--- src/rtl/rgb_pwm_pkg.sv ---
// Shared types for the RGB LED PWM controller: channel modes and breathe FSM states.
package rgb_pwm_pkg;

    typedef enum logic [1:0] {
        MODE_OFF     = 2'b00,
        MODE_SOLID   = 2'b01,
        MODE_BLINK   = 2'b10,
        MODE_BREATHE = 2'b11
    } mode_t;

    typedef enum logic {
        ST_UP   = 1'b0,
        ST_DOWN = 1'b1
    } breathe_state_t;

endpackage

--- src/rtl/rgb_pwm_channel.sv ---
// One PWM channel: shadow/active config, breathe level FSM, effective-duty mux and
// registered comparator against the shared PWM counter.
module rgb_pwm_channel
    import rgb_pwm_pkg::*;
#(
    parameter int PWM_BITS = 8
) (
    input  logic                hw_clk,
    input  logic                rst,
    input  logic                period_end,
    input  logic                step,
    input  logic                blink_phase,
    input  logic [PWM_BITS-1:0] pwm_cnt,
    input  logic                wr_sel,
    input  logic [1:0]          wr_mode,
    input  logic [PWM_BITS-1:0] wr_duty,
    output logic                pwm_o
);

    localparam logic [PWM_BITS-1:0] MAX = '1;
    localparam logic [PWM_BITS-1:0] ONE = PWM_BITS'(1);

    mode_t               sh_mode, act_mode, load_mode;
    logic [PWM_BITS-1:0] sh_duty, act_duty, load_duty;
    breathe_state_t      state, state_d;
    logic [PWM_BITS-1:0] level, level_d;
    logic [PWM_BITS-1:0] eff;
    logic                pwm_d;

    // A write landing on the boundary cycle is loaded directly, skipping the shadow.
    assign load_mode = wr_sel ? mode_t'(wr_mode) : sh_mode;
    assign load_duty = wr_sel ? wr_duty : sh_duty;

    always_ff @(posedge hw_clk) begin
        if (rst) begin
            sh_mode  <= MODE_OFF;
            sh_duty  <= '0;
            act_mode <= MODE_OFF;
            act_duty <= '0;
            state    <= ST_UP;
            level    <= '0;
            pwm_o    <= 1'b0;
        end else begin
            // NOTE: non-blocking assignments so every register here samples pre-edge values.
            if (wr_sel) begin
                sh_mode <= mode_t'(wr_mode);
                sh_duty <= wr_duty;
            end
            if (period_end) begin
                act_mode <= load_mode;
                act_duty <= load_duty;
            end
            state <= state_d;
            level <= level_d;
            pwm_o <= pwm_d;
        end
    end

    // Turnarounds reverse and step on the same strobe, giving a clean triangle 0..duty..0.
    always_comb begin
        // NOTE: defaults first so no path through this block infers a latch.
        state_d = state;
        level_d = level;
        if (period_end && load_mode == MODE_BREATHE) begin
            if (act_mode != MODE_BREATHE) begin
                state_d = ST_UP;
                level_d = '0;
            end else if (load_duty < level) begin
                state_d = ST_DOWN;
                level_d = load_duty;
            end else if (step) begin
                if (load_duty == '0) begin
                    level_d = '0;
                end else if (state == ST_UP) begin
                    if (level < load_duty) begin
                        level_d = level + ONE;
                    end else begin
                        state_d = ST_DOWN;
                        level_d = level - ONE;
                    end
                end else begin
                    if (level != '0) begin
                        level_d = level - ONE;
                    end else begin
                        state_d = ST_UP;
                        level_d = level + ONE;
                    end
                end
            end
        end
    end

    always_comb begin
        eff = '0;
        unique case (act_mode)
            MODE_OFF:     eff = '0;
            MODE_SOLID:   eff = act_duty;
            MODE_BLINK:   eff = blink_phase ? act_duty : '0;
            MODE_BREATHE: eff = level;
        endcase
        // Full scale must stay high through the MAX count, which the compare alone would miss.
        pwm_d = (eff == MAX) ? 1'b1 : (pwm_cnt < eff);
    end

endmodule

--- src/rtl/rgb_pwm_ctrl.sv ---
// Multi-channel RGB LED PWM controller: prescaler, shared PWM/blink/step timebase,
// config write decode, and one rgb_pwm_channel per output.
module rgb_pwm_ctrl
    import rgb_pwm_pkg::*;
#(
    parameter  int NUM_CH        = 3,
    parameter  int PWM_BITS      = 8,
    parameter  int PRESCALE      = 16,
    parameter  int BLINK_PERIODS = 64,
    parameter  int STEP_PERIODS  = 2,
    localparam int CH_W          = (NUM_CH > 1) ? $clog2(NUM_CH) : 1
) (
    input  logic                hw_clk,
    input  logic                rst,
    input  logic                wr_en,
    input  logic [CH_W-1:0]     wr_ch,
    input  logic [1:0]          wr_mode,
    input  logic [PWM_BITS-1:0] wr_duty,
    output logic [NUM_CH-1:0]   pwm_o,
    output logic                period_o,
    output logic                blink_phase_o
);

    localparam int PRE_W = (PRESCALE > 1) ? $clog2(PRESCALE) : 1;
    localparam int BLK_W = (BLINK_PERIODS > 1) ? $clog2(BLINK_PERIODS) : 1;
    localparam int STP_W = (STEP_PERIODS > 1) ? $clog2(STEP_PERIODS) : 1;

    localparam logic [PRE_W-1:0]    PRE_LAST = PRE_W'(PRESCALE - 1);
    localparam logic [BLK_W-1:0]    BLK_LAST = BLK_W'(BLINK_PERIODS - 1);
    localparam logic [STP_W-1:0]    STP_LAST = STP_W'(STEP_PERIODS - 1);
    localparam logic [PWM_BITS-1:0] PWM_MAX  = '1;
    localparam logic [CH_W:0]       NUM_CH_V = (CH_W + 1)'(NUM_CH);

    logic [PRE_W-1:0]    pre_cnt;
    logic [PWM_BITS-1:0] pwm_cnt;
    logic [BLK_W-1:0]    blink_cnt;
    logic [STP_W-1:0]    step_cnt;
    logic                blink_phase;
    logic                tick, period_end, step, wr_valid;

    assign tick          = (pre_cnt == PRE_LAST);
    assign period_end    = tick && (pwm_cnt == PWM_MAX);
    assign step          = period_end && (step_cnt == STP_LAST);
    assign wr_valid      = wr_en && ({1'b0, wr_ch} < NUM_CH_V);
    assign blink_phase_o = blink_phase;

    always_ff @(posedge hw_clk) begin
        if (rst) begin
            pre_cnt     <= '0;
            pwm_cnt     <= '0;
            blink_cnt   <= '0;
            step_cnt    <= '0;
            blink_phase <= 1'b0;
            period_o    <= 1'b0;
        end else begin
            pre_cnt  <= tick ? '0 : pre_cnt + PRE_W'(1);
            period_o <= period_end;
            if (tick) begin
                pwm_cnt <= pwm_cnt + PWM_BITS'(1);
            end
            if (period_end) begin
                if (blink_cnt == BLK_LAST) begin
                    blink_cnt   <= '0;
                    blink_phase <= ~blink_phase;
                end else begin
                    blink_cnt <= blink_cnt + BLK_W'(1);
                end
                step_cnt <= (step_cnt == STP_LAST) ? '0 : step_cnt + STP_W'(1);
            end
        end
    end

    for (genvar i = 0; i < NUM_CH; i++) begin : g_ch
        rgb_pwm_channel #(
            .PWM_BITS(PWM_BITS)
        ) u_ch (
            .hw_clk     (hw_clk),
            .rst        (rst),
            .period_end (period_end),
            .step       (step),
            .blink_phase(blink_phase),
            .pwm_cnt    (pwm_cnt),
            .wr_sel     (wr_valid && (wr_ch == CH_W'(i))),
            .wr_mode    (wr_mode),
            .wr_duty    (wr_duty),
            .pwm_o      (pwm_o[i])
        );
    end

endmodule

--- config.mk ---
export PLATFORM = sky130hd
export DESIGN_NAME = rgb_pwm_ctrl
export DESIGN_NICKNAME = d
export VERILOG_FILES = /design/src/rtl/rgb_pwm_pkg.sv /design/src/rtl/rgb_pwm_channel.sv /design/src/rtl/rgb_pwm_ctrl.sv
export SDC_FILE = /design/constraint.sdc
export NUM_CORES = 1
export LEC_CHECK = 0
export BUFFER_PORTS_ARGS = -buffer_cell sky130_fd_sc_hd__buf_2
export CORE_UTILIZATION = 55
export CTS_CLUSTER_SIZE = 28
export DETAILED_ROUTE_END_ITERATION = 8
export PLACE_DENSITY = 0.74
export RECOVER_POWER = 25
export SYNTH_ARGS = -nofsm -noshare
export SYNTH_HDL_FRONTEND = slang
export SYNTH_SLANG_ARGS = --single-unit
export TNS_END_PERCENT = 100
--- constraint.sdc ---
create_clock -name hw_clk -period 10.6 [get_ports hw_clk]
set_input_delay 1.06 -clock hw_clk [delete_from_list [all_inputs] [get_ports hw_clk]]
set_output_delay 1.06 -clock hw_clk [all_outputs]
set_load 0.05 [all_outputs]
# Word level (Yosys, flattened, before mapping)
# Index checks and enable logic that the tools add are counted.
# word_totals
regBits	111
in_bits	15
# classes
add_sub_neg	10
order_cmp	10
n_eq_ne	26
n_mux	59
n_bitwise	1
reduce_logical	30
# op_table
operator	count
two-way mux 8 bit	27
one-hot mux 8 bit (4 select lines)	3
< comparator 8 bit	9
adder 8 x 1 -> 8 bit, second input constant	4
equality test 8 bit, second input constant	4
two-way mux 1 bit	25
zero test 8 bit	3
nonzero test 8 bit	3
subtractor 8 x 1 -> 8 bit, second input constant	3
equality test 2 bit, second input constant	10
logical AND 1 bit	9
!= test 3 x 1 -> 1 bit, second input constant	3
AND reduction 3 bit	3
nonzero test 3 bit	3
equality test 2 x 1 -> 1 bit, second input constant	4
zero test 2 bit	4
AND reduction 2 bit	4
adder 6 x 1 -> 6 bit, second input constant	1
equality test 6 bit, second input constant	1
two-way mux 2 bit	3
two-way mux 6 bit	1
!= test 2 bit, second input constant	3
adder 4 x 1 -> 4 bit, second input constant	1
equality test 4 bit, second input constant	1
4 further kinds	4

# Longest topological paths before layout
# depth
word_depth	11
depth_mapped	14

# Hierarchy
# Synthesis repeated with hierarchy kept, for this count alone.
# hier_totals
hier_cells	875
hier_area_um2	7479.7
# by_module_without_submodules
module	instances	cells_per_inst	area_per_inst_um2	seq_area_each_um2
rgb_pwm_channel	3	256	2184.6	600.6
rgb_pwm_ctrl	1	107	925.9	420.4

# Least setup slack after synthesis
# No wires, ideal clock.
# synth_timing
path_type	in2reg
start	input wr_en
end	register g_ch[0].u_ch.level[5]
t_arrival_ns	4.250
setup_slack_ns	6.275
stages	14
cell_sequence	or3b_1 -> clkbuf_1 -> buf_1 -> mux2i_1 -> inv_1 -> ha_1 -> a211oi_1 -> nor2_1 -> or4_1 -> buf_2 -> o21ai_2 -> mux2i_1 -> o32a_1 -> o22ai_1
# synth_via
elab_chain_cells	10
# synth_rtl
item	line_no	text
from (decl)	rgb_pwm_ctrl.sv:15	input logic wr_en,
logical AND 1 bit *	rgb_pwm_ctrl.sv:44	assign wr_valid = wr_en && ({1'b0, wr_ch} < NUM_CH_V);
logical AND 1 bit *	rgb_pwm_ctrl.sv:83	.wr_sel (wr_valid && (wr_ch == CH_W'(i))),
two-way mux 8 bit *	rgb_pwm_channel.sv:32	assign load_duty = wr_sel ? wr_duty : sh_duty;
via g_ch[0].u_ch.load_duty[5]	rgb_pwm_channel.sv:24	logic [PWM_BITS-1:0] sh_duty, act_duty, load_duty;
< comparator 8 bit	rgb_pwm_channel.sv:75	if (level < load_duty) begin
two-way mux 8 bit	rgb_pwm_channel.sv:75	
two-way mux 8 bit	rgb_pwm_channel.sv:74	end else if (state == ST_UP) begin
two-way mux 8 bit	rgb_pwm_channel.sv:72	if (load_duty == '0) begin
two-way mux 8 bit	rgb_pwm_channel.sv:71	end else if (step) begin
two-way mux 8 bit	rgb_pwm_channel.sv:68	end else if (load_duty < level) begin
two-way mux 8 bit	rgb_pwm_channel.sv:65	if (act_mode != MODE_BREATHE) begin
to (signal assigned)	rgb_pwm_channel.sv:54	level <= level_d;
to (decl)	rgb_pwm_channel.sv:26	logic [PWM_BITS-1:0] level, level_d;
# The timed path passes the listed nets; every way through them passes the cells marked *. The select of a mux whose other input is x is not followed.
# A chain may end at the register's enable or synchronous reset.

==> flow_metrics.tcl <==
set metrics [dict create \
    ioPinCount 20 \
    path_max_fanout 77 \
    fin_skew_ps 6.71 \
    die_w_um 118 \
    hold_viol_final 0 \
    hold_end "blink_cnt[1]" \
    cpMostUsedCell "clkbuf_1" \
    crit_path_top_delay_cell "clkbuf_1" \
    violations "capacitance limit, slew limit" \
    cp_top_family "buffers and inverters" \
    slew_violations 115 \
    rsz0062_at_grt "false" \
    met3_usage_pct 4.80 \
    synth_ff_type "dfxtp_1" \
    timing.rr.end "g_ch[1].u_ch.level[7]" \
    status "finished, violations left" \
    power_density_mw_per_mm2 117 \
    synth-edff-count 0 \
    drtAntennaViolNets 0 \
    grt_pass1_wl_um 31300 \
    grt_overflow_total 0 \
    n_antenna_cell 0 \
    ir_drop_mv 0.0790 \
    post-cts-setup-buffers 0 \
    relSlewSlack_pct -118 \
    finalPower_uw 906 \
    async_flop_share_pct 0 \
    die_h_um 118 \
    cts_resized 0 \
    clock_latency_ps 360 \
    syn_inst 902 \
    whs_path_depth 2 \
    maxCapViolCount 2 \
    fin_cells 1063 \
    fin_crit_ps 5520 \
    remaining_drc_errors 0 \
    grt_pass1_vias 6071 \
    h-tree-depth 3 \
    timing.fmax_ghz 0.181 \
    core_mm2 0.0128 \
    r2r_start "g_ch[1].u_ch.sh_duty[1]" \
    cts_tree "done" \
    dp.cells 1047 \
    syn_area_mm2 0.00734 \
    cts.sinks 111 \
    min_path_type "flip-flop to flip-flop" \
    ys_types 74 \
    place_ws_ps 5700 \
    p_leak_nw 3.14 \
    cts_root_buf "clkbuf_16" \
    routed_via_density 6.27 \
    dp_hpwl_um 14300 \
    syn_area_per_cell_um2 8.13 \
    worstSetupPathType "input port to flip-flop" \
    syn_nets 974 \
    gr-max-usage-layer "met2" \
    start_util_pct 57.2 \
    timing.setup.tns_ps 0 \
    drive_above_1_share_pct 5.84 \
    port_buffers 19 \
    clockBufferDepth 2 \
    rrSetupSlack_ps 7270 \
    cts_buffers 9 \
    grt_max_degree 78 \
    worst_setup_path_end_kind "flip-flop" \
    crit_buf_inv 2 \
    path_clk_slew_ps 70 \
    worstPathRequired_ps 10860 \
    nets 958 \
    final_cell_mix "nor2_1, dfxtp_1, ha_1" \
    cp.arrival_ps 5770 \
    ys_ff_latch 111 \
    startpoint_type "input port" \
    tightest_slew_ps 3270 \
    layout_commonest_cell "nor2_1" \
    syn_to_final_growth_pct 5.51 \
    fp.dieArea_mm2 0.0138 \
    use_met2_pct 43.7 \
    cp_slowest_stage_delay_ps 2390 \
    wl_um 19000 \
    hold_buffers 0 \
    firstDrtPassIters 5 \
    route.vias.total 6660 \
    antenna_found_initial 0 \
    fin_hold_ws_ps 481 \
    worstHoldStart "blink_cnt[1]" \
    fin_crit_sh_pct 52.0 \
    layout_setup_ws_ps 5080 \
    wl_per_cell_um 17.9 \
    yosysSeqAreaShare_pct 30.3 \
    row_count 41 \
    ff2ff_path_depth 10 \
    gp_congestion 0.950 \
    ys.warnings.count 0 \
    first_iter_violations 594 \
    grt_use_total_pct 28.1 \
    path_cells "clkbuf_1 > clkbuf_1 > a21oi_1 > a31o_2 > a221o_1" \
    setup_viol 0 \
    grt_use_met1_pct 38.3 \
]
-- worst reg2reg max path, delay by kind of cell (launching register included) --
family	cells	cell delay, ps
compound gates	6	2050
simple gates	1	130
fa+ha+maj	1	290
mux	1	350
flops	1	320
buf+inv	1	90
-- synth_stat cells (all sizes together) (11+ instances only) --
master / instances / area (µm²)
nand4: 11 / 68.8
inv: 54 / 203
nor2: 116 / 435
a21oi: 52 / 264
ha: 57 / 713
a22o: 20 / 175
nor4: 19 / 125
o21ai: 38 / 209
nor3: 16 / 80.1
mux2i: 49 / 490
buf: 19 / 95.1
a22oi: 11 / 82.6
nand3: 26 / 130
and3: 20 / 126
clkbuf: 29 / 109
nand2: 51 / 191
dfxtp: 111 / 2220
a211oi: 38 / 285
-- metrics by stage --
stage	util (%)	instance area (µm²)
after floorplan	-	7340
after global placement	58.2	7460
after detailed placement	58.2	7460
after CTS	60.5	7750
after global routing	60.4	7740
final	60.4	7740
-- per-layer routing --
layer  part of all wire (%)  vias to the layer above
li1                       -                     3291
met3                    5.9                       38
met1                     47                     3114
met5                      0                        -
met2                     44                      217
met4                    3.2                        0
-- worst max-delay path by stage --
stage,startpoint,to,depth (start not counted)
global route,rst,g_ch[2].u_ch.level[2],5
global placement,wr_ch[1],g_ch[1].u_ch.level[3],12
CTS,wr_ch[1],g_ch[1].u_ch.level[7],12
floorplan,wr_en,g_ch[0].u_ch.level[5],14
detailed placement,wr_ch[1],g_ch[1].u_ch.level[7],12
finish,rst,g_ch[2].u_ch.level[2],5
-- flip-flops by register name, indices dropped and copies added, names as in the netlist --
| signal | count |
|---|---|
| blink_phase_o | 1 |
| blink_cnt | 6 |
| pwm_cnt | 8 |
| g_ch.u_ch.act_mode | 6 |
| g_ch.u_ch.pwm_o | 3 |
| period_o | 1 |
| pre_cnt | 4 |
| step_cnt | 1 |
| g_ch.u_ch.sh_mode | 6 |
| g_ch.u_ch.level | 24 |
| g_ch.u_ch.sh_duty | 24 |
| g_ch.u_ch.act_duty | 24 |
| g_ch.u_ch.state | 3 |
-- power by group --
group          switching, mW  total [mW]  internal (mW)
clock                  0.158       0.341          0.184
sequential           0.00303       0.425          0.422
combinational         0.0890       0.140         0.0508
total                  0.250       0.906          0.656
-- cells by family (layout without fill, tap and decap cells) --
kind of cell	Yosys count	count (layout)	share of synthesized area, %
xor gates and xnor gates	19	19	2.27
muxes	55	55	7.61
AOI/OAI and AO/OA	237	237	22.5
adders and majority gates	57	57	9.72
DFF	111	111	30.3
buffers and inverters	102	91	5.54
and+or+nand+nor	321	321	22.1
-- area by class of cell --
class	count	area, µm²
fillers	1213	5080
multi-input cells	689	4710
flip-flops and latches	111	2220
clock buffers	11	233
well taps	172	215
inverters	54	203
repair buffers	21	100
clock inverters	5	58.8
Power figures use the tool's default switching activity.
